## config.mk

```make
export PLATFORM = sky130hd
export DESIGN_NAME = data_mem_responder
export DESIGN_NICKNAME = d
export VERILOG_FILES = /design/src/rtl/data_mem_responder.sv
export SDC_FILE = /design/constraint.sdc
export NUM_CORES = 2
export LEC_CHECK = 0
export BUFFER_PORTS_ARGS = -buffer_cell sky130_fd_sc_hd__clkbuf_2
export CORE_MARGIN = 2
export CORE_UTILIZATION = 57
export DETAILED_ROUTE_END_ITERATION = 6
export PLACE_DENSITY = 0.78
export SLEW_MARGIN = 10
export SYNTH_ARGS = -nofsm -noshare
export SYNTH_HDL_FRONTEND = slang
export SYNTH_SLANG_ARGS = --single-unit
```

## constraint.sdc

```tcl
create_clock -name clk_i -period 4.2 [get_ports clk_i]
set_clock_uncertainty 0.15 [all_clocks]
set_input_delay 0.63 -clock clk_i [delete_from_list [all_inputs] [get_ports clk_i]]
set_output_delay 0.63 -clock clk_i [all_outputs]
set_load 0.02 [all_outputs]
```

## src/rtl/data_mem_responder.sv

```systemverilog
// MEM-stage data memory for the pipelined MIPS core: word RAM plus a small MMIO window
// (cycle counter, console TX FIFO with drain port, status, drop counter).
module data_mem_responder #(
    parameter int MEM_WORDS  = 64,
    parameter int FIFO_DEPTH = 8
) (
    input  logic        clk_i,
    input  logic        reset_i,
    input  logic [31:0] addr_i32,
    input  logic [31:0] write_data_i32,
    input  logic        enable_wmem_i,
    output logic [31:0] read_data_o32,
    output logic [7:0]  con_data_o8,
    output logic        con_valid_o,
    input  logic        con_ready_i
);
    localparam int AW = $clog2(MEM_WORDS);
    localparam int PW = $clog2(FIFO_DEPTH);

    typedef enum logic [1:0] {
        REG_CYCLE   = 2'd0,
        REG_CONSOLE = 2'd1,
        REG_STATUS  = 2'd2,
        REG_DROPS   = 2'd3
    } mmio_reg_e;

    logic [31:0]   mem [MEM_WORDS];
    logic [7:0]    fifo_mem [FIFO_DEPTH];
    logic [PW-1:0] rd_ptr, wr_ptr;
    logic [PW:0]   count;
    logic [31:0]   cycle_cnt, drops;

    logic          is_mmio, store_ok, full, empty, pop, push_req, push_ok, drop;
    mmio_reg_e     reg_sel;
    logic [AW-1:0] ram_idx;
    logic [31:0]   status;
    logic          unused;

    assign is_mmio  = addr_i32[31];
    assign reg_sel  = mmio_reg_e'(addr_i32[3:2]);
    assign ram_idx  = addr_i32[AW+1:2];
    assign unused   = &{1'b0, addr_i32[30:AW+2], addr_i32[1:0]};

    // Stores presented while reset is high must not touch RAM or MMIO.
    assign store_ok = enable_wmem_i && !reset_i;
    assign full     = (count == (PW+1)'(FIFO_DEPTH));
    assign empty    = (count == '0);
    assign pop      = !empty && con_ready_i;
    assign push_req = store_ok && is_mmio && (reg_sel == REG_CONSOLE);
    assign push_ok  = push_req && (!full || pop);
    assign drop     = push_req && !push_ok;

    assign con_valid_o = !empty;
    assign con_data_o8 = empty ? 8'h00 : fifo_mem[rd_ptr];
    assign status      = {16'h0000, 8'(count), 6'b000000, empty, full};

    always_comb begin
        read_data_o32 = 32'h0;
        if (!is_mmio) begin
            read_data_o32 = mem[ram_idx];
        end else begin
            case (reg_sel)
                REG_CYCLE:   read_data_o32 = cycle_cnt;
                REG_CONSOLE: read_data_o32 = 32'h0;
                REG_STATUS:  read_data_o32 = status;
                REG_DROPS:   read_data_o32 = drops;
                default:     read_data_o32 = 32'h0;
            endcase
        end
    end

    // RAM and FIFO storage carry no reset; only the bookkeeping state does.
    always_ff @(posedge clk_i) begin
        if (store_ok && !is_mmio)
            mem[ram_idx] <= write_data_i32;
        if (push_ok)
            fifo_mem[wr_ptr] <= write_data_i32[7:0];
    end

    always_ff @(posedge clk_i) begin
        if (reset_i) begin
            cycle_cnt <= 32'h0;
            drops     <= 32'h0;
            rd_ptr    <= '0;
            wr_ptr    <= '0;
            count     <= '0;
        end else begin
            cycle_cnt <= cycle_cnt + 32'd1;
            if (store_ok && is_mmio && (reg_sel == REG_DROPS))
                drops <= 32'h0;
            else if (drop && (drops != 32'hFFFF_FFFF))
                drops <= drops + 32'd1;
            if (push_ok)
                wr_ptr <= wr_ptr + 1'b1;
            if (pop)
                rd_ptr <= rd_ptr + 1'b1;
            // Push and pop together leave occupancy unchanged.
            case ({push_ok, pop})
                2'b10:   count <= count + 1'b1;
                2'b01:   count <= count - 1'b1;
                default: count <= count;
            endcase
        end
    end
endmodule

```

Word-level counts from Yosys, hierarchy flattened
Memories as Yosys holds them, arrays and structs flattened. A register that Yosys moved wholly into a read port is not among the register bits.
Index checks and enable logic that the tools add are counted.
- flip-flop bits (word level): 74
- bits in latches: 0
- memory bits (writable): 2112
- ROM bits: 0
- bits of input ports: 68
- output and inout bits: 41
- logic and storage cells: 49
- memories: 2
- memory list (name ; depth ; bits a word ; read ports ; clocked after memory_dff ; write ports ; RTL line ; source):
    mem ; 64 ; 32 ; 1 ; 0 ; 1 ; 27 ; logic [31:0] mem [MEM_WORDS];
    fifo_mem ; 8 ; 8 ; 1 ; 1 ; 1 ; 28 ; logic [7:0] fifo_mem [FIFO_DEPTH];
- $add $sub $neg: 6
- multipliers: 0
- div/mod/pow operators: 0
- $lt $le $gt $ge: 0
- equal/unequal tests: 7
- shift-type cells: 0
- multiplexer cells: 10
- bitwise logic cells: 0
- reduce and logical (&&, ||, !) cells: 19
- operator list (kind ; count):
    32-bit case mux with 4 select lines ; 1
    32-bit by 1-bit adder with 32-bit output (second input constant) ; 2
    32-bit 2-to-1 mux ; 1
    32-bit inequality test (second input constant) ; 1
    1-bit logical AND ; 9
    8-bit 2-to-1 mux ; 1
    4-bit case mux with 2 select lines ; 1
    3-bit by 1-bit adder with 3-bit output (second input constant) ; 2
    2-bit == test (second input constant) ; 3
    3-bit 2-to-1 mux ; 2
    1-bit zero test ; 5
    4-bit by 1-bit adder with 4-bit output (second input constant) ; 1
    2-bit by 1-bit == test with 1-bit output (second input constant) ; 2
    4-bit == test (second input constant) ; 1
    4-bit zero test ; 1
    1-bit 2-to-1 mux ; 4
    4-bit by 1-bit subtractor with 4-bit output (second input constant) ; 1
    2-bit zero test ; 1
    2-bit nonzero test ; 1
    2-bit OR reduction ; 1
    1-bit logical OR ; 1

Logic depth before layout (Yosys ltp)
- depth after elaboration: 8
- mapped depth: 12
- mapped depth without buffers: 11

Least setup slack after synthesis
Ideal clock, no wire load.
- path kind: input-to-reg
- from: input addr_i32[2]
- to: memory mem[17][0] (enable)
- arrival: 3.532 ns
- data required time: 3.629 ns
- path slack: 0.097 ns
- stages: 9
- buffers on the path: 6
- cells stage by stage: buf_4 buf_4 buf_4 buf_4 buf_4 buf_2 nor2b_1 nand2_1 nor2_1
- RTL lines (what ; RTL line ; source):
    start: declaration ; 9 ; input logic [31:0] addr_i32,
    end: declaration ; 27 ;
No word-level cell before the write port.

Worst setup path after layout
- from: input addr_i32[3]
- to: output read_data_o32[14]
- longest elaborated chain between the ends: 3
- elaborated cells on any way between the ends: 7
- those cells by class: eq/ne: 3; mux: 2; reduce/logical: 1; memory: 1
- RTL lines (what ; RTL line ; source):
    parallel branches: the longest is 2 deep, another holds memory 64 x 32 bit ; - ;
    32-bit 2-to-1 mux * ; 59 ; if (!is_mmio) begin
    end: declaration ; 12 ; output logic [31:0] read_data_o32,
Mark *: on every way between the ends.

==> results by group <==
Floorplanning
  • Die Height: 390 µm
  • Area of the die: 0.152 mm²
  • Number of rows in the core area: 141
  • Initial core utilization: 0.574
  • Number of I/O pins: 109
  • Die W: 390 µm
  • Placeable Area: 0.148 mm²

Logic synthesis
  • YS warnings: 0
  • Synthesized area per cell: 20.7 µm²
  • Post-synthesis cell area: 0.0849 mm²
  • Number of storage elements in the synthesis netlist: 2189
  • Leading cell types by total area after synthesis: edfxtp_1 (75%), mux4_2 (12%), mux2i_1 (2.3%), dfxtp_1 (1.8%), a22oi_1 (1.1%)
  • Largest area contributor in the netlist: edfxtp_1
  • Number of enable-type register cells in the synthesized netlist: 2112
  • Syn nets: 4177
  • Share of Yosys cell area claimed by the top area cell type: 0.747
  • Async set-or-reset flop fraction in the synthesized netlist: 0
  • Ys flop type: edfxtp_1
  • Number of unique standard cell types used by synthesis: 78
  • Portion of the post-synthesis area used by sequential elements: 0.766
  • Gate Count Post-Synth: 4104

CTS
  • Worst-path clk slew: 0.06 ns
  • CTS Buf Count: 200
  • Maximum level of the CTS H-tree: 4
  • Post-CTS Hold Buffers: 0
  • Clock insertion delay at the later pin of the skew report: 0.85 ns
  • Post-CTS setup-driven buffer insertion count: 0
  • CTS tree: yes
  • Number of clock sinks: 2189
  • Buffer levels on the longest clock path: 3
  • Root Driver: clkbuf_16

Min path
  • Worst Hold Endpoint: count[3]$_SDFFE_PP0P_
  • Worst Hold Path Cells: 2
  • Worst Hold Class: input pin to register
  • Launch instance of the worst min-delay path: reset_i

Global routing
  • Total overflow reported by the global router: 0
  • Antenna violations before repair: 22
  • Vias in the first global route: 47.2k
  • Largest net degree at the start of global routing: 73
  • Overall routing resource usage: 0.328
  • First-pass GRT wire length: 347 mm

Pwr
  • Total chip power: 45100 µW
  • PD cells: 459 mW/mm²
  • Lkg Pwr: 0.0314 µW
  • Peak supply drop: 498 µV

Critical path
  • Capturing element type of the critical path: output port
  • Crit Path Category: input pin to output port
  • End of the worst register-to-register path: drops[8]$_SDFFE_PP0P_
  • Kind of launch point of the worst setup path: input pin
  • Worst reg-to-reg path cell count: 5
  • Maximum fanout along the worst path: 26
  • Startpoint of the lowest-slack register-to-register path: drops[10]$_SDFFE_PP0P_
  • Critical Path AT: 3.48 ns
  • Critical path required time: 3.42 ns
  • R2r setup slk: 1.35 ns

Run status
  • Violations in the final reports: negative setup slack
  • Outcome: finished, violations left

Routing
  • Via density per instance: 7.10
  • Mean routed wirelength per cell: 37.3 µm
  • Wire length reported by the detailed router: 249 mm
  • Overall via count from detail_route: 47.3k
  • Number of DRC violations after detailed-routing iteration 0: 7750
  • Post-route ant nets: 0
  • DR pass1 iterations: 7
  • Residual DRC count: 0

STA
  • Tcrit/Tclk final: 1.01
  • Max-slew violations: 0
  • Unrepaired setup endpoints after global routing: yes
  • Final critical-path setup slack: -0.0591 ns
  • Setup-violating endpoint count in the final report: 2
  • Final hold viol count: 0
  • Headroom to the max-slew limit: 0.145
  • Minimum clock period after layout: 4.26 ns
  • Transition time of the tightest slew-check pin: 1.28 ns
  • FMAX: 235 MHz

Place
  • PortBufs: 83
  • Pre-CTS setup slack: -0.426 ns
  • Weighted congestion reported at the end of routability-driven placement: 0.941
  • HPWL Detailed: 148 mm

Layout
  • Area growth from synthesis to layout: 15.7%
  • Layout cell share with drive strength beyond 1: 0.288
  • Area used by multi-input combinational logic: 0.0194 mm²
  • Final layout net count: 4641
  • Filler Cell Count: 8925
  • Combined flip-flop and latch cell area: 0.0650 mm²

Run
  • Number of max-capacitance violations reported: 0
[area by class of cell]
cell class,instances,area share
diodes,6,0.000153
clock buffers,249,0.0533
clock inverters,114,0.0122
inverters,8,0.000319
multi-input cells,1667,0.197
flip-flops and latches,2189,0.662
well taps,1930,0.0246
repair buffers,502,0.0506
[layer usage]
metal | up-vias | global-route usage | share of wire | wire length, µm
li1 | 18200 | - | - | -
met1 | 24000 | 0.427 | 0.32 | 79200
met2 | 4262 | 0.495 | 0.46 | 114000
met3 | 881 | 0.105 | 0.16 | 39000
met4 | 24 | 0.184 | 0.068 | 16900
met5 | - | 0 | 0.00057 | 141
[flip-flops by register name, indices dropped and copies added, names as in the netlist, named ones only]
register	flops
cycle_cnt	32
wr_ptr	3
mem	2048
rd_ptr	3
drops	32
fifo_mem	64
count	4
[synthesized netlist by cell type (30+ instances only)]
library cell  count
mux2i_1         199
a221oi_1         43
buf_2            59
dfxtp_1          77
a31oi_1          38
a22oi_1         129
edfxtp_1       2112
clkbuf_1        114
buf_4            38
xor2_1           30
a21oi_1          95
nand2_1         112
mux4_2          470
nor2_1          157
o21ai_0          34
nand3_1          50
[cell usage in the layout, fill, tap and decap left out, drive strengths merged, types with 21 or more instances in the layout]
cell | netlist | routed
clkbuf | 116 | 318
a21oi | 95 | 95
a22o | 24 | 24
mux4 | 470 | 470
nand4 | 25 | 25
mux2i | 199 | 199
dfxtp | 77 | 77
nand3 | 50 | 50
nand2 | 112 | 112
a31oi | 38 | 38
or3 | 21 | 21
xor2 | 30 | 30
nor3 | 26 | 26
edfxtp | 2112 | 2112
a221oi | 43 | 43
a22oi | 129 | 129
nor2 | 157 | 157
o21ai | 35 | 35
buf | 124 | 433
clkinv | 0 | 87
[where the power goes]
group,switching [µW],total (µW),internal (µW)
sequential,60.9,24000,24000
combinational,1850,2940,1080
clock,8080,18100,10000
total,10000,45100,35100
[through the flow]
step                utilization  instance area (µm²)  hold slack, ns  std cells  TNS, ns
floorplan                     -                84900           0.291       4104        0
global placement          0.619                91500           0.314       6294   -0.833
detailed placement        0.619                91500           0.325       6294   -0.868
CTS                       0.663                98000          0.0382       6657        0
global route              0.664                98200          0.0769       6660  -0.0186
finish                    0.664                98200          0.0740       6665  -0.0946
[worst max-delay path by stage]
stage,from,end,slack (ns),cells after the start
2_1_floorplan,addr_i32[2],mem[17][0]$_DFFE_PP_,0.1,9
3_3_place_gp,addr_i32[2],read_data_o32[17],-0.41,10
3_5_place_dp,addr_i32[2],read_data_o32[17],-0.43,10
4_1_cts,addr_i32[2],read_data_o32[17],0.002,10
6_report,addr_i32[3],read_data_o32[14],-0.06,11
5_1_grt,addr_i32[3],read_data_o32[14],-0.02,11
[critical path, cell delays in order]
cell and delay (ns):
buf_12 0.22, buf_12 0.21, buf_12 0.23, buf_4 0.25
mux4_2 0.33, a22oi_1 0.22, a21oi_1 0.27, nor4_4 0.54
buf_4 0.25, nor2_1 0.06, clkbuf_2 0.17
[repair_timing]
action                     4_1_cts  5_1_grt
setup endpoints to repair        8       16
gates resized for setup         15       23
pin swaps                        3        6
cloned                           0        1
[cells by family after synthesis]
family / after synthesis / synth area share
AND/OR/NAND/NOR: 497 / 0.0294
AO/OA/AOI/OAI: 448 / 0.0369
adder cells (fa/ha/maj): 5 / 0.000737
flip-flops: 2189 / 0.766
XOR/XNOR: 36 / 0.00372
buffers and inverters: 248 / 0.0139
multiplexers: 681 / 0.150
No activity file was read; power rests on OpenSTA's default activity.
